==> config.mk <==
export PLATFORM = sky130hd
export DESIGN_NAME = alu_byte_sequencer_flat
export DESIGN_NICKNAME = d
export VERILOG_FILES = /design/src/rtl/alu_byte_sequencer_pkg.sv /design/src/rtl/alu_byte_sequencer_if.sv /design/src/rtl/alu_byte_sequencer_alu.sv /design/src/rtl/alu_byte_sequencer.sv /design/src/flat_wrapper.sv
export SDC_FILE = /design/constraint.sdc
export NUM_CORES = 1
export LEC_CHECK = 0
export CAP_MARGIN = 20
export CELL_PAD_IN_SITES_DETAIL_PLACEMENT = 0
export CELL_PAD_IN_SITES_GLOBAL_PLACEMENT = 1
export CORE_ASPECT_RATIO = 0.5
export CORE_MARGIN = 10
export CORE_UTILIZATION = 24
export CTS_BUF_LIST = sky130_fd_sc_hd__clkbuf_16
export DETAILED_ROUTE_END_ITERATION = 8
export GPL_ROUTABILITY_DRIVEN = 1
export PLACE_DENSITY = 0.64
export SETUP_SLACK_MARGIN = 0.1
export SLEW_MARGIN = 20
export SYNTH_ARGS = -nofsm -noshare
export SYNTH_HDL_FRONTEND = slang
export SYNTH_SLANG_ARGS = --single-unit
==> constraint.sdc <==
create_clock -name clk_i -period 3 [get_ports clk_i]
set_input_delay 0.9 -clock clk_i [delete_from_list [all_inputs] [get_ports clk_i]]
set_output_delay 0.9 -clock clk_i [all_outputs]
set_load 0.1 [all_outputs]
==> src/rtl/alu_byte_sequencer_pkg.sv <==
// Shared constants for the byte-serial ALU sequencer: widths, ALU op codes, flag codes, FSM states.
// Optional feature macro used elsewhere: ALU_SEQ_CARRY_IN_EN (adds a byte-0 carry/borrow input).
package alu_byte_sequencer_pkg;

    localparam int DATA_WIDTH    = 8;
    localparam int CONTROL_WIDTH = 4;
    localparam int FLAG_WIDTH    = 2;

    localparam logic [CONTROL_WIDTH-1:0] OUTPUT_A          = 4'd0;
    localparam logic [CONTROL_WIDTH-1:0] OUTPUT_B          = 4'd1;
    localparam logic [CONTROL_WIDTH-1:0] OUTPUT_A_PLUS_B   = 4'd2;
    localparam logic [CONTROL_WIDTH-1:0] OUTPUT_A_MINUS_B  = 4'd3;
    localparam logic [CONTROL_WIDTH-1:0] OUTPUT_A_AND_B    = 4'd4;
    localparam logic [CONTROL_WIDTH-1:0] OUTPUT_A_OR_B     = 4'd5;
    localparam logic [CONTROL_WIDTH-1:0] OUTPUT_A_XOR_B    = 4'd6;
    localparam logic [CONTROL_WIDTH-1:0] OUTPUT_NOT_A      = 4'd7;

    localparam logic [FLAG_WIDTH-1:0] DEFAULT_FLAG  = 2'd0;
    localparam logic [FLAG_WIDTH-1:0] OVERFLOW_FLAG = 2'd1;
    localparam logic [FLAG_WIDTH-1:0] ZERO_FLAG     = 2'd2;
    localparam logic [FLAG_WIDTH-1:0] NEGATIVE_FLAG = 2'd3;

    typedef enum logic [1:0] {
        SEQ_IDLE = 2'd0,
        SEQ_EXEC = 2'd1,
        SEQ_DONE = 2'd2
    } seq_state_e;

    function automatic logic is_arith(input logic [CONTROL_WIDTH-1:0] op);
        return (op == OUTPUT_A_PLUS_B) || (op == OUTPUT_A_MINUS_B);
    endfunction

    // Carry/borrow outranks zero: a wrapped 0x0000 from an add is still an overflow.
    function automatic logic [FLAG_WIDTH-1:0] word_flag(input logic [CONTROL_WIDTH-1:0] op,
                                                        input logic                     cb,
                                                        input logic                     nonzero);
        if (op == OUTPUT_A_PLUS_B && cb)
            return OVERFLOW_FLAG;
        else if (op == OUTPUT_A_MINUS_B && cb)
            return NEGATIVE_FLAG;
        else if (!nonzero)
            return ZERO_FLAG;
        else
            return DEFAULT_FLAG;
    endfunction

endpackage

==> src/rtl/alu_byte_sequencer_if.sv <==
// Request/result bus of the byte-serial ALU sequencer; master = requester/consumer, slave = sequencer.
// With ALU_SEQ_CARRY_IN_EN defined the bus also carries carry_borrow_i (byte-0 carry/borrow).
interface alu_byte_sequencer_if
    import alu_byte_sequencer_pkg::*;
#(
    parameter int NUM_BYTES = 2
) ();

    localparam int W = DATA_WIDTH * NUM_BYTES;

    logic                     start_valid_i;
    logic                     start_ready_o;
    logic [CONTROL_WIDTH-1:0] op_i;
    logic [W-1:0]             a_i;
    logic [W-1:0]             b_i;
`ifdef ALU_SEQ_CARRY_IN_EN
    logic                     carry_borrow_i;
`endif
    logic [W-1:0]             result_o;
    logic                     carry_borrow_o;
    logic [FLAG_WIDTH-1:0]    status_flag_o;
    logic                     result_valid_o;
    logic                     result_ready_i;
    logic                     busy_o;

`ifdef ALU_SEQ_CARRY_IN_EN
    modport master (
        output start_valid_i, op_i, a_i, b_i, carry_borrow_i, result_ready_i,
        input  start_ready_o, result_o, carry_borrow_o, status_flag_o, result_valid_o, busy_o
    );
    modport slave (
        input  start_valid_i, op_i, a_i, b_i, carry_borrow_i, result_ready_i,
        output start_ready_o, result_o, carry_borrow_o, status_flag_o, result_valid_o, busy_o
    );
`else
    modport master (
        output start_valid_i, op_i, a_i, b_i, result_ready_i,
        input  start_ready_o, result_o, carry_borrow_o, status_flag_o, result_valid_o, busy_o
    );
    modport slave (
        input  start_valid_i, op_i, a_i, b_i, result_ready_i,
        output start_ready_o, result_o, carry_borrow_o, status_flag_o, result_valid_o, busy_o
    );
`endif

endinterface

==> src/rtl/alu_byte_sequencer_alu.sv <==
// Combinational 8-bit ALU shared by the sequencer; carry (add) / borrow (sub) in and out,
// carry out is 0 for every non-arithmetic op.
module alu_byte_sequencer_alu
    import alu_byte_sequencer_pkg::*;
(
    input  logic [CONTROL_WIDTH-1:0] i_op,
    input  logic [DATA_WIDTH-1:0]    i_a,
    input  logic [DATA_WIDTH-1:0]    i_b,
    input  logic                     i_cin,
    output logic [DATA_WIDTH-1:0]    o_result,
    output logic                     o_cout
);

    logic [DATA_WIDTH:0] w_wide;

    // Subtraction wraps in DATA_WIDTH+1 bits, so the top bit is the borrow.
    always_comb begin
        w_wide   = '0;
        o_result = '0;
        o_cout   = 1'b0;
        case (i_op)
            OUTPUT_A:        o_result = i_a;
            OUTPUT_B:        o_result = i_b;
            OUTPUT_A_PLUS_B: begin
                w_wide   = {1'b0, i_a} + {1'b0, i_b} + {{DATA_WIDTH{1'b0}}, i_cin};
                o_result = w_wide[DATA_WIDTH-1:0];
                o_cout   = w_wide[DATA_WIDTH];
            end
            OUTPUT_A_MINUS_B: begin
                w_wide   = {1'b0, i_a} - {1'b0, i_b} - {{DATA_WIDTH{1'b0}}, i_cin};
                o_result = w_wide[DATA_WIDTH-1:0];
                o_cout   = w_wide[DATA_WIDTH];
            end
            OUTPUT_A_AND_B:  o_result = i_a & i_b;
            OUTPUT_A_OR_B:   o_result = i_a | i_b;
            OUTPUT_A_XOR_B:  o_result = i_a ^ i_b;
            OUTPUT_NOT_A:    o_result = ~i_a;
            default:         o_result = '0;
        endcase
    end

endmodule

==> src/rtl/alu_byte_sequencer.sv <==
// Runs one NUM_BYTES-wide ALU operation LSB byte first through a single 8-bit ALU, chaining carry/borrow.
// Define ALU_SEQ_CARRY_IN_EN to use the bus carry_borrow_i as byte-0 carry/borrow (ADC/SBB).
module alu_byte_sequencer
    import alu_byte_sequencer_pkg::*;
#(
    parameter int NUM_BYTES = 2
) (
    input  logic               clk_i,
    input  logic               rst_n_i,
    alu_byte_sequencer_if.slave bus
);

    localparam int               CNT_W    = (NUM_BYTES > 1) ? $clog2(NUM_BYTES) : 1;
    localparam logic [CNT_W-1:0] LAST_CNT = CNT_W'(NUM_BYTES - 1);

    seq_state_e                           r_state, w_next_state;
    logic [CNT_W-1:0]                     r_cnt;
    logic [CONTROL_WIDTH-1:0]             r_op;
    logic [NUM_BYTES-1:0][DATA_WIDTH-1:0] r_a, r_b, r_result, w_word;
    logic                                 r_chain, r_carry;
    logic [FLAG_WIDTH-1:0]                r_flag;
    logic                                 w_accept, w_last, w_cin0;
    logic                                 w_start_ready, w_result_valid, w_busy;
    logic                                 w_alu_cin, w_alu_cout;
    logic [DATA_WIDTH-1:0]                w_alu_res;

`ifdef ALU_SEQ_CARRY_IN_EN
    logic r_cin0;
    assign w_cin0 = r_cin0;
`else
    assign w_cin0 = 1'b0;
`endif

    assign w_accept  = (r_state == SEQ_IDLE) && bus.start_valid_i;
    assign w_last    = (r_cnt == LAST_CNT);
    assign w_alu_cin = is_arith(r_op) && ((r_cnt == '0) ? w_cin0 : r_chain);

    alu_byte_sequencer_alu u_eight_bit_alu (
        .i_op     (r_op),
        .i_a      (r_a[r_cnt]),
        .i_b      (r_b[r_cnt]),
        .i_cin    (w_alu_cin),
        .o_result (w_alu_res),
        .o_cout   (w_alu_cout)
    );

    // The final byte is not registered yet when the flag is taken, so splice it in here.
    always_comb begin
        w_word        = r_result;
        w_word[r_cnt] = w_alu_res;
    end

    always_ff @(posedge clk_i or negedge rst_n_i) begin
        if (!rst_n_i)
            r_state <= SEQ_IDLE;
        else
            r_state <= w_next_state;
    end

    always_comb begin
        w_next_state   = r_state;
        w_start_ready  = 1'b0;
        w_result_valid = 1'b0;
        w_busy         = 1'b0;
        case (r_state)
            SEQ_IDLE: begin
                w_start_ready = 1'b1;
                if (bus.start_valid_i) w_next_state = SEQ_EXEC;
            end
            SEQ_EXEC: begin
                w_busy = 1'b1;
                if (w_last) w_next_state = SEQ_DONE;
            end
            SEQ_DONE: begin
                w_busy         = 1'b1;
                w_result_valid = 1'b1;
                if (bus.result_ready_i) w_next_state = SEQ_IDLE;
            end
            default: w_next_state = SEQ_IDLE;
        endcase
    end

    always_ff @(posedge clk_i or negedge rst_n_i) begin
        if (!rst_n_i) begin
            r_cnt    <= '0;
            r_op     <= '0;
            r_a      <= '0;
            r_b      <= '0;
            r_result <= '0;
            r_chain  <= 1'b0;
            r_carry  <= 1'b0;
            r_flag   <= DEFAULT_FLAG;
`ifdef ALU_SEQ_CARRY_IN_EN
            r_cin0   <= 1'b0;
`endif
        end else if (w_accept) begin
            r_op    <= bus.op_i;
            r_a     <= bus.a_i;
            r_b     <= bus.b_i;
            r_cnt   <= '0;
            r_chain <= 1'b0;
`ifdef ALU_SEQ_CARRY_IN_EN
            r_cin0  <= bus.carry_borrow_i;
`endif
        end else if (r_state == SEQ_EXEC) begin
            r_result[r_cnt] <= w_alu_res;
            r_chain         <= w_alu_cout;
            if (w_last) begin
                r_carry <= w_alu_cout;
                r_flag  <= word_flag(r_op, w_alu_cout, |w_word);
            end else begin
                r_cnt <= r_cnt + CNT_W'(1);
            end
        end
    end

    assign bus.start_ready_o  = w_start_ready;
    assign bus.result_valid_o = w_result_valid;
    assign bus.busy_o         = w_busy;
    assign bus.result_o       = r_result;
    assign bus.carry_borrow_o = r_carry;
    assign bus.status_flag_o  = r_flag;

endmodule

==> src/flat_wrapper.sv <==
// flat-port wrapper written by rule: the top's interface ports become plain ports
module alu_byte_sequencer_flat import alu_byte_sequencer_pkg::*;
#(
    parameter int NUM_BYTES = 2
)
  (clk_i, rst_n_i, bus_start_valid_i, bus_op_i, bus_a_i, bus_b_i, bus_result_ready_i, bus_start_ready_o, bus_result_o, bus_carry_borrow_o, bus_status_flag_o, bus_result_valid_o, bus_busy_o);
  alu_byte_sequencer_if #(.NUM_BYTES(NUM_BYTES)) bus_i ();
  input  logic clk_i;
  input  logic rst_n_i;
  input wire logic [$bits(bus_i.start_valid_i)-1:0] bus_start_valid_i;
  input wire logic [$bits(bus_i.op_i)-1:0] bus_op_i;
  input wire logic [$bits(bus_i.a_i)-1:0] bus_a_i;
  input wire logic [$bits(bus_i.b_i)-1:0] bus_b_i;
  input wire logic [$bits(bus_i.result_ready_i)-1:0] bus_result_ready_i;
  output wire logic [$bits(bus_i.start_ready_o)-1:0] bus_start_ready_o;
  output wire logic [$bits(bus_i.result_o)-1:0] bus_result_o;
  output wire logic [$bits(bus_i.carry_borrow_o)-1:0] bus_carry_borrow_o;
  output wire logic [$bits(bus_i.status_flag_o)-1:0] bus_status_flag_o;
  output wire logic [$bits(bus_i.result_valid_o)-1:0] bus_result_valid_o;
  output wire logic [$bits(bus_i.busy_o)-1:0] bus_busy_o;
  assign bus_i.start_valid_i = bus_start_valid_i;
  assign bus_i.op_i = bus_op_i;
  assign bus_i.a_i = bus_a_i;
  assign bus_i.b_i = bus_b_i;
  assign bus_i.result_ready_i = bus_result_ready_i;
  assign bus_start_ready_o = bus_i.start_ready_o;
  assign bus_result_o = bus_i.result_o;
  assign bus_carry_borrow_o = bus_i.carry_borrow_o;
  assign bus_status_flag_o = bus_i.status_flag_o;
  assign bus_result_valid_o = bus_i.result_valid_o;
  assign bus_busy_o = bus_i.busy_o;
  alu_byte_sequencer #(.NUM_BYTES(NUM_BYTES)) u_core (.clk_i(clk_i), .rst_n_i(rst_n_i), .bus(bus_i));
endmodule
# == After elaboration in Yosys (flattened, before gate mapping) ==
# Cells that the tools add are included.
# word_totals
reg_bits,59
input_bits,40
output_inout_bits,22
word_cells,75
# classes
n_mux,25
n_lt_le_gt_ge,2
bitwise_logic,5
add_sub_neg,5
n_reduce_logical,14
eq_ne,12
# ops
operator,n
$pmux 8 s8,1
$mux 8,5
$bwmux 16,1
$eq 4x3->1 const B,4
$reduce_or 16->1,1
$mux 2,6
$add 8x8->9,1
$add 9x1->9,1
$mux 1,9
$sub 8x8->9,1
$sub 9x1->9,1
$and 8x8->8,1
$demux 8 s1,1
$eq 4x2->1 const B,2
$not 8->8,1
$or 8x8->8,1
$xor 8x8->8,1
$pmux 2 s3,1
$reduce_and 3->1,2
$logic_and 1x1->1,5
$eq 4x1->1 const B,1
$logic_not 4->1,1
$ne 2x2->1 const B,2
$eq 2x1->1 const B,1
other kinds (12),12

# == Longest topological paths before layout ==
# logic_depth
ltp_word,10
depth_mapped,15
ltp_nobuf,12

# == Hierarchy ==
# Synthesis repeated with hierarchy kept, for this count alone.
# hier_totals
cells_unflattened,386
area_unflattened_um2,4081.4
# modules_own_cells
module,cells_per_inst,area_each_um2,instances,seq_area_each_um2
alu_byte_sequencer,178,2592.5,1,1476.4
alu_byte_sequencer_alu,208,1488.9,1,0.0

# == Least setup slack after synthesis ==
# No wires, ideal clock.
# synth_path
path_type,register to register
from,reg u_core.r_op[2]
to,reg u_core.r_flag[1] (netlist: u_core.bus.status_flag_o[1])
path_buffers,3
arrival_time_ns,3.103
setup_slack_ns,-0.180
setup_ns,0.076
required_time_ns,2.924
period_less_slack_ns,3.180
path_stages_with_launch,16
cell_sequence,dfrtp_1 -> buf_2 -> buf_2 -> buf_2 -> nor2_1 -> nand4_1 -> inv_1 -> fa_1 -> fa_1 -> a21o_1 -> a21oi_1 -> xnor2_1 -> a221oi_1 -> nor4b_2 -> nand4_1 -> o21ai_1
# synth_between
elab_chain_cells,10
word_cells_on_any_way,21
classes_between,2 x add/sub; 7 x eq/ne; 6 x mux; 6 x reduce/logical
# synth_lines
item,line_no,text
"start, declared",alu_byte_sequencer.sv:18,logic [CONTROL_WIDTH-1:0] r_op;
"start signal, assigned",alu_byte_sequencer.sv:97,r_op <= bus.op_i;
"$eq 4x2->1, on equally long branches",n/a,
$logic_or 1x1->1,alu_byte_sequencer_pkg.sv:30,return (op == OUTPUT_A_PLUS_B) || (op == OUTPUT_A_MINUS_B);
$logic_and 1x1->1,alu_byte_sequencer.sv:36,assign w_alu_cin = is_arith(r_op) && ((r_cnt == '0) ? w_cin0 : r_chain);
$sub 9x1->9 / $add 9x1->9 (equally long branches),"alu_byte_sequencer_alu.sv:30, alu_byte_sequencer_alu.sv:25",
$pmux 8 s8,alu_byte_sequencer_alu.sv:21,case (i_op)
$bwmux 16,alu_byte_sequencer.sv:50,w_word[r_cnt] = w_alu_res;
$reduce_or 16->1,alu_byte_sequencer.sv:110,"r_flag <= word_flag(r_op, w_alu_cout, |w_word);"
$mux 2,alu_byte_sequencer_pkg.sv:41,else if (!nonzero)
$mux 2,alu_byte_sequencer_pkg.sv:39,else if (op == OUTPUT_A_MINUS_B && cb)
$mux 2 *,alu_byte_sequencer_pkg.sv:37,if (op == OUTPUT_A_PLUS_B && cb)
"end signal, assigned",alu_byte_sequencer.sv:110,
"end, declared",alu_byte_sequencer.sv:21,logic [FLAG_WIDTH-1:0] r_flag;
# Every way passes the cells marked *; elsewhere a longest branch is shown, timed or not.
# A chain may end at the register's enable or synchronous reset.

# == Worst setup path after layout ==
# layout_path
from,reg u_core.r_cnt
to,reg u_core.r_flag[1] (netlist: u_core.bus.status_flag_o[1])
# layout_between
elab_chain_cells,10
word_cells_on_any_way,29
classes_between,4 x add/sub; 2 x order compare; 13 x mux; 4 x bitwise; 6 x reduce/logical
# layout_lines
item,line_no,text
"start, declared",alu_byte_sequencer.sv:17,logic [CNT_W-1:0] r_cnt;
"start signal, assigned",alu_byte_sequencer.sv:112,r_cnt <= r_cnt + CNT_W'(1);
"$mux 8, on equally long branches (2 in a row)","alu_byte_sequencer.sv:40, alu_byte_sequencer.sv:41",
$sub 8x8->9 / $add 8x8->9 (equally long branches),"alu_byte_sequencer_alu.sv:30, alu_byte_sequencer_alu.sv:25",
$sub 9x1->9 / $add 9x1->9 (equally long branches),"alu_byte_sequencer_alu.sv:30, alu_byte_sequencer_alu.sv:25",
$pmux 8 s8,alu_byte_sequencer_alu.sv:21,
$bwmux 16,alu_byte_sequencer.sv:50,
$reduce_or 16->1,alu_byte_sequencer.sv:110,
$mux 2,alu_byte_sequencer_pkg.sv:41,
$mux 2,alu_byte_sequencer_pkg.sv:39,
$mux 2,alu_byte_sequencer_pkg.sv:37,
# Several ways; a longest one is shown, not always the timed one. The select of a mux whose other input is x is not followed.

==> impl_metrics.yaml <==
floorplanning:
  rows: 33
  dieWidth_um: 205.2
  io-pin-count: 62
  dieArea_um2: 23110
  initial_utilization: 0.2480
  coreArea_um2: 16600
  fp.dieH_um: 112.6
sta:
  holdWs_ns: 0.4945
  finalHoldViolCount: 0
  slew_violations: 0
  rsz0062_at_grt: "yes"
  worst_pin_slew_ns: 0.7656
  skew_ns: 0.007066
  layout_min_cycle_time_ns: 2.990
  finalSetupViolCount: 0
  slew_headroom: 0.4883
  finalCritPeriodShare: 0.9968
  fmax_mhz: 334.4
global_route:
  grt_max_degree: 60
  grt_pass1_wl_um: 19980
  overflow: 0
  grt_util_all_layers: 0.1079
  antenna_found_initial: 0
  first_global_vias: 3666
placed_design:
  dp_cells: 733
  io_buffers: 61
  placed_area_um2: 5290
  dp.final_hpwl_um: 9615
  gp_congestion: 0.8602
synth:
  synth_fa_ha_area_frac: 0.1137
  yosys.area_share.simple: 0.1377
  ys_ff_latch: 59
  synthArstFlopShare: 1.000
  synthTopCellsByCount: "dfrtp_1 (59), mux2_2 (45), nand2_1 (36)"
  synthTopCellsByArea: "dfrtp_1 (36%), mux2_2 (12%), ha_1 (9.4%), nand2_1 (3.3%), o21ai_0 (3.2%)"
  synth_cell_types: 65
  synth.mux.area_fraction: 0.1663
  syn-instance-count: 410
  syn_avg_cell_area_um2: 10.04
  synth_top_area_frac: 0.3587
  synth.most_common_cell: "dfrtp_1"
  synth_top_family_by_area: "multiplexers"
  synth_nets: 485
  ys.flop_type: "dfrtp_1"
  synthXorXnorAreaFrac: 0.01915
  synth_compound_area_frac: 0.1523
  synth_enable_flop_cells: 0
  synth_area_um2: 4116
  ys_warn_count: 0
  yosysSeqAreaShare: 0.3587
  synth_top_cell_by_area: "dfrtp_1"
clocking:
  clock_latency_ns: 0.34
  clockBufferDepth: 2
  cts_root_buffer: "clkbuf_16"
  htree_levels: 3
  postCtsHoldBufs: 0
  clk_pin_slew_ns: 0.06
  cts_made_buffers: 9
  cts.sinks: 59
  cts_tree: "built"
layout:
  final_area_um2: 5906
  layout-drive-gt1-share: 0.3849
  seq_area_um2: 1478
  finalNonFillerCells: 757
  multi_input_area_um2: 2649
  nets: 600
  fill_cells: 1706
  final_core_util: 0.3558
  area_growth_pct: 43.46
  n_antenna_cell: 0
detailed_routing:
  firstDrtPassIters: 4
  via_per_inst: 4.592
  wl_per_cell_um: 16.30
  ant_nets: 0
  num_vias: 3476
  drcViolationCount: 0
  initialDrtViolationCount: 184
  drt-total-wl_um: 12340
hold_path:
  holdCritPathClass: "flop to flop"
setup_path:
  crit_type: "flop to flop"
  critPathMaxFanout: 5
  required_ns: 3.26
  critical_path_arrival_ns: 3.25
  start_kind: "flop"
  end_kind: "flop"
status:
  status: "finished clean"
run:
  drv_cap: 0
[state kept, by name, summed over array words and instances (netlist names)]
signal,flops
u_core.r_op,4
u_core.bus.carry_borrow_o,1
u_core.bus.status_flag_o,2
u_core.r_chain,1
u_core.r_a,16
u_core.r_cnt,1
u_core.r_state,2
u_core.r_b,16
u_core.bus.result_o,16
[cells in the final DEF (no fill, tap or decap), drive strengths merged, types with 3 or more instances in the layout]
| master | n |
|---|---|
| nand2b | 6 |
| buf | 86 |
| nand2 | 36 |
| nor2 | 22 |
| o211ai | 3 |
| a31oi | 6 |
| nor4b | 3 |
| clkdlybuf4s50 | 38 |
| mux2i | 10 |
| a21oi | 15 |
| a32o | 3 |
| nand3 | 7 |
| clkinv | 4 |
| clkbuf | 9 |
| a211oi | 7 |
| inv | 29 |
| fa | 4 |
| o21ai | 27 |
| xnor2 | 7 |
| dfrtp | 59 |
| mux2 | 48 |
| a211o | 3 |
| ha | 31 |
| o21a | 5 |
| nor2b | 5 |
| nor3 | 12 |
[stage by stage]
step | TNS [ns] | worst slack, ns
2_1_floorplan | 0 | 0.05832
5_1_grt | -0.3873 | -0.1047
3_5_place_dp | -0.3603 | -0.1032
4_1_cts | 0 | 0.03983
6_report | 0 | 0.009643
3_3_place_gp | -0.03533 | -0.02138
[final timing paths]
path | from | cells after the start | slack, ns | to
setup / recovery | u_core.r_cnt | 10 | 0.01 | u_core.bus.status_flag_o[1]
hold / removal | u_core.bus.carry_borrow_o | 1 | 0.49 | u_core.bus.carry_borrow_o
setup reg to reg | u_core.r_cnt | 10 | 0.01 | u_core.bus.status_flag_o[1]
hold reg to reg | u_core.bus.carry_borrow_o | 1 | 0.49 | u_core.bus.carry_borrow_o
max in group asynchronous | rst_n_i | 2 | 2.16 | u_core.r_cnt
min in group asynchronous | rst_n_i | 2 | 0.56 | u_core.r_state[0]
[logic make-up (layout without fill, tap and decap cells)]
| family | after synthesis | in the layout |
|---|---|---|
| simple gates | 111 | 111 |
| compound gates | 90 | 90 |
| flops | 59 | 59 |
| mux | 58 | 58 |
| buf+inv | 48 | 168 |
| fa+ha+maj | 35 | 35 |
| xor+xnor | 9 | 9 |
[repair_timing]
action	CTS	global route
pin swaps	11	17
endpoints found under the hold margin	0	0
resized for setup	22	33
setup buffers	4	4
endpoints found under the setup margin	10	18
[cell type report]
type	count	share of cell area
well taps	227	0.04809
flip-flops and latches	59	0.2502
repair buffers	124	0.1794
multi-input cells	303	0.4485
clock buffers	9	0.03814
clock inverters	7	0.01695
inverters	28	0.01864
[critical path: stages (launching register included)]
cell,delay [ns]
dfrtp_2,0.47
mux2_4,0.35
fa_2,0.40
fa_2,0.41
a21o_1,0.19
a21oi_2,0.14
xnor2_1,0.09
a221oi_2,0.36
nor4b_2,0.24
nand4_1,0.11
o21ai_1,0.14
[layer usage]
layer / GRT usage / wire [µm] / vias up
met2: 0.1621 / 5402 / 63
met4: 0.03408 / 135 / 0
met3: 0.03042 / 663 / 13
li1: - / - / 1710
met5: 0 / 0 / -
met1: 0.1460 / 6136 / 1690
Power is left out: the tool's default activity adds up to more than one toggle a clock period on the data nets, which glitch-free logic cannot reach.
==> RTL edit 1, RTL diff (config.mk and constraints unchanged) <==
`DATA_WIDTH`: 8 -> 6.
--- a/src/rtl/alu_byte_sequencer_pkg.sv
+++ b/src/rtl/alu_byte_sequencer_pkg.sv
@@ -2,7 +2,7 @@
 // Optional feature macro used elsewhere: ALU_SEQ_CARRY_IN_EN (adds a byte-0 carry/borrow input).
 package alu_byte_sequencer_pkg;
 
-    localparam int DATA_WIDTH    = 8;
+    localparam int DATA_WIDTH    = 6;
     localparam int CONTROL_WIDTH = 4;
     localparam int FLAG_WIDTH    = 2;
 
Interface: changed (resized bus_a_i, bus_b_i and bus_result_o); port bits go from 62 to 50. No check against the original RTL was run, so the function may have changed too.
==> RTL edit 1 against the unedited design <==
Cell area decreased by 27%. Wire length decreased by 27%. Setup slack improved by 0.16 ns. Synthesized cell count shrank 22%. Clock skew down 0.00098 ns. Synthesized area shrank 24%. Final cell count shrank 25%. Non-clock buffer count is 38 lower. Sequential cell count is 12 lower.
Power is left out: the tool's default activity adds up to more than one toggle a clock period on the data nets, which glitch-free logic cannot reach.
==> RTL edit 1: results (changes against the unedited design) <==
The tools report the pin count of the biggest net entering global routing as 31 (-48%). The post-route worst hold slack was 0.504 ns (+0.00969 ns). The share of the synthesized area in compound gates (AO/OA/AOI/OAI) is 0.140 (-0.0128), and the multi-input combinational cell count is 231 (-24%).

The number of port buffers was 49 (-20%). The run gives 0.0959 (-0.0121) as the overall fraction of global-route tracks in use. The fraction of layout instances using a drive strength above 1 was 0.331 (-0.0541); the number of clock sinks was 47 (-20%). For the fraction of met1 tracks used by global routing, the log shows 0.131 (-0.0154).

The area of placed instances came out at 0.00398 mm² (-25%). The count of plain and timing-repair buffers came out at 86 (-31%). The fraction of area in registers works out to 0.274 (+0.0233). The tools report the data arrival time at the worst-slack endpoint as 3.03 ns (-0.22 ns). The tools report the final clock skew as 0.00609 ns (-0.000980 ns).

The clock buffer count from CTS is 5 (-4). The number of different library cells in the post-synthesis netlist is 52 (-20%), and the final net count is 454 (-24%). Mean post-synth cell area: 9.90 µm² (-1.4%). The commonest cells after synthesis are sky130_fd_sc_hd__dfrtp_1 (47), sky130_fd_sc_hd__mux2_2 (38), sky130_fd_sc_hd__nand2_1 (32).

The clock latency reported for the late side of the worst-skew pair was 0.29 ns (-0.05 ns). The tools report the number of fill cells as 1329 (-22%). For hold timing, the worst endpoint is u_core.bus.result_o[2]$_DFFE_PN0P_. The non-clock inverter total of the final layout was 24 (-14%); the clock buffer and inverter area fraction after layout was 0.0326 (-0.0225). Adder and majority gate portion of the synthesized area: 0.117 (+0.00317).

Yosys attributes the largest share of cell area to sky130_fd_sc_hd__dfrtp_1 (37%), sky130_fd_sc_hd__mux2_2 (14%), sky130_fd_sc_hd__ha_1 (9.1%). The run gives 8970 µm (-27%) as the routed wire length. The run gives -0.0720 ns (+0.0312 ns) as the pre-CTS setup slack.

The flow ran to the end, and the final reports show no timing, DRC or antenna violations. The met3 usage was 0.0290 (-0.00139). Start point of the worst min-delay path: u_core.bus.result_o[2]$_DFFE_PN0P_. The count of H-tree levels built during CTS is 2 (-1), and the transition time of the tightest slew-check pin is 0.719 ns (-0.0468 ns). Cell count after placement: 554 (-24%).

The logs give 7200 µm (-25%) for the sum of net half-perimeters after detailed placement and 124 (-33%) for the starting DRC count in detailed routing. The first-pass GRT wire length was 14400 µm (-28%). The post-synthesis xor/xnor area fraction came out at 0.00835 (-0.0108).

The reg2reg setup slack came out at 0.17 ns (+0.16 ns).
[RTL edit 1: cell count changes after synthesis, moves of 6 or more]
cell	unedited run	this run
sky130_fd_sc_hd__ha_1	31	23
sky130_fd_sc_hd__nor2_1	22	11
sky130_fd_sc_hd__nor3_1	12	5
sky130_fd_sc_hd__xnor2_1	7	1
sky130_fd_sc_hd__o21ai_0	26	17
sky130_fd_sc_hd__mux2_2	45	38
sky130_fd_sc_hd__dfrtp_1	59	47
[RTL edit 1: per-layer routing]
metal	wire length [µm]	vias to the layer above	share of wire
li1	-	1285	-
met1	4470	1238	0.50
met2	3960	39	0.44
met3	491	2	0.055
met4	46	0	0.0051
met5	0	-	0
[RTL edit 1: repair_timing]
item	CTS	global route
setup endpoints to repair	8	9
pin swaps	0	12
setup buffers	0	4
resized for setup	7	31
hold endpoints to repair	0	0
==> RTL edit 2, RTL diff (same settings) <==
Without the edit above. Make the reset (`rst_n_i`) synchronous in 2 clocked blocks.
--- a/src/rtl/alu_byte_sequencer.sv
+++ b/src/rtl/alu_byte_sequencer.sv
@@ -50,7 +50,7 @@
         w_word[r_cnt] = w_alu_res;
     end
 
-    always_ff @(posedge clk_i or negedge rst_n_i) begin
+    always_ff @(posedge clk_i) begin
         if (!rst_n_i)
             r_state <= SEQ_IDLE;
         else
@@ -80,7 +80,7 @@
         endcase
     end
 
-    always_ff @(posedge clk_i or negedge rst_n_i) begin
+    always_ff @(posedge clk_i) begin
         if (!rst_n_i) begin
             r_cnt    <= '0;
             r_op     <= '0;
Behaviour: differs if rst_n_i is asserted again (counterexample within 4 cycles, from zero or initial values and one cycle with rst_n_i low); with rst_n_i held inactive, the same outputs for 10 cycles.
==> RTL edit 2 against the unedited design <==
The run now ends with negative setup slack left. Cell area is 1.9% lower. Sequential cell count stayed put. Via count is 12% higher. Setup slack worse by 0.16 ns. Wire length is 9.1% higher. Worst hold slack worse by 0.045 ns. Synthesized area is 2.1% lower. Synthesized cell count is 24% higher. Critical path type unchanged. Largest cell class unchanged.
==> RTL edit 2: results (changes against the unedited design) <==
The sum of net half-perimeters after detailed placement came out at 10400 µm (+7.9%). The detailed-route wire length on metal 1 was 7260 µm (+18%); the first-pass GRT wire length was 21700 µm (+8.4%). Amount of wire on met2 after detailed routing: 5680 µm (+5.1%).

The transition time of the tightest slew-check pin was 1.04 ns (+0.274 ns). The clock edge transition at the registers on the reported setup and hold paths is 0.06 ns (about the same). The number of port buffers works out to 61 (unchanged). The data arrival time at the worst-slack endpoint is 3.42 ns (+0.17 ns), and the fraction of power spent switching nets is 0.397. The clock tree buffer depth is 2 (unchanged).

The logs give -0.289 ns (-0.186 ns) for the pre-CTS setup slack and -0.183 ns (-0.183 ns) for the sum of negative setup slack. The largest individual stage delay along the critical path comes from the cell sky130_fd_sc_hd__fa_2. The min-delay analysis places its worst path in the category flip-flop to flip-flop. The detailed route wirelength on metal3 is 393 µm (-41%). For the final net count, the log shows 688 (+15%).

The tools report the number of diodes as 0 (unchanged). The average via count per standard cell is 4.62 (+0.68%), and the wire length per cell is 15.9 µm (-2.2%). The final reports fail on negative setup slack. The number of failing setup endpoints in the final timing report is 3 (+3), and the count of H-tree levels built during CTS is 3 (unchanged).

The final weighted congestion in routability-driven placement is 0.849 (-1.3%), and the first-pass detailed-route iteration total is 4 (unchanged). Clock latency reported for the late side of the worst-skew pair: 0.34 ns (about the same). Sorting the synthesized cells by how often they occur yields sky130_fd_sc_hd__nand2_1 (87), sky130_fd_sc_hd__dfxtp_1 (59), sky130_fd_sc_hd__a21oi_1 (52).

The share of synthesized flip-flops with an asynchronous set or reset was 0 (-1.00); the setup slack after layout was -0.155 ns (-0.164 ns). The run finished, with violations left. Met2 layer usage reported by global route: 0.174 (+0.0117). The warning count from the yosys run was 0 (unchanged). IR analysis of the VDD net gives a maximum drop of 0.282 mV. The number of fill cells is 1773 (+3.9%), and the final clock skew is 0.00590 ns (-0.00117 ns). The pin count of the biggest net entering global routing is 56 (-6.7%), and the net count of the mapped netlist is 583 (+20%).

For the starting DRC count in detailed routing, the log shows 226 (+23%). For the met3 usage, the log shows 0.0272 (-0.00323). Sorting the synthesized cells by area gives the leading types as sky130_fd_sc_hd__dfxtp_1 (29%), sky130_fd_sc_hd__ha_1 (9.9%), sky130_fd_sc_hd__nand2_1 (8.1%).

For the fraction of met1 tracks used by global routing, the log shows 0.168 (+0.0222). Among all flip-flop cells after synthesis, the most frequent one is sky130_fd_sc_hd__dfxtp_1. The post-route total power was 0.00369 W. The run gives 3824 (+4.3%) as the number of global-route vias before repair. The initial antenna violation count is 0 (unchanged). The dominant delay contributor by cell family on the critical path is compound AO/OA/AOI/OAI gates. The highest fanout seen on the critical path came out at 7 (+2). Fraction of layout instances using a drive strength above 1: 0.266 (-0.119). The highest layer touched by signal routing is met4. The overall fraction of global-route tracks in use was 0.118 (+0.00968). The clock tree root driver cell was sky130_fd_sc_hd__clkbuf_16.

The register area share after synthesis is 0.293 (-0.0657). The number of different library cells in the post-synthesis netlist was 67 (+3.1%); the longest individual stage delay on the worst path was 0.41 ns (-0.06 ns).
RTL edit 2: cell families after synthesis:
group | synth area share
AO/OA/AOI/OAI | 0.211
XOR/XNOR | 0.00869
adder cells (fa/ha/maj) | 0.119
buffers and inverters | 0.0673
flip-flops | 0.293
multiplexers | 0.0751
AND/OR/NAND/NOR | 0.225
RTL edit 2: final cells by class:
type | instances | area, µm² | share of cell area
Clock buffer | 9 | 225 | 0.0389
Clock inverter | 7 | 76.3 | 0.0132
Inverter | 32 | 120 | 0.0207
Multi-Input combinational cell | 384 | 2830 | 0.489
Sequential cell | 59 | 1180 | 0.204
Tap cell | 227 | 284 | 0.0490
Timing Repair Buffer | 126 | 1070 | 0.185
RTL edit 2: worst paths after layout:
kind                         startpoint                                  endpoint  depth (start not counted)
min reg2reg  u_core.r_b[1]$_SDFFE_PN0P_                u_core.r_b[1]$_SDFFE_PN0P_                          2
max           u_core.r_cnt$_SDFFE_PP0N_  u_core.bus.status_flag_o[1]$_SDFFE_PN0P_                         12
min          u_core.r_b[1]$_SDFFE_PN0P_                u_core.r_b[1]$_SDFFE_PN0P_                          2
max reg2reg   u_core.r_cnt$_SDFFE_PP0N_  u_core.bus.status_flag_o[1]$_SDFFE_PN0P_                         12
RTL edit 2: stage by stage:
stage	instances	instance area [µm²]	util	hold WS (ns)
2_1_floorplan	507	4150	-	0.433
3_3_place_gp	822	5260	0.320	0.442
3_5_place_dp	822	5260	0.320	0.443
4_1_cts	843	5740	0.349	0.452
5_1_grt	844	5800	0.353	0.478
6_report	844	5800	0.353	0.449
RTL edit 2: timing repair:
action | CTS | global route
cloned | 0 | 0
pin swaps | 11 | 3
resized for setup | 29 | 10
endpoints found under the hold margin | 0 | 0
endpoints found under the setup margin | 12 | 13
setup buffers | 5 | 1
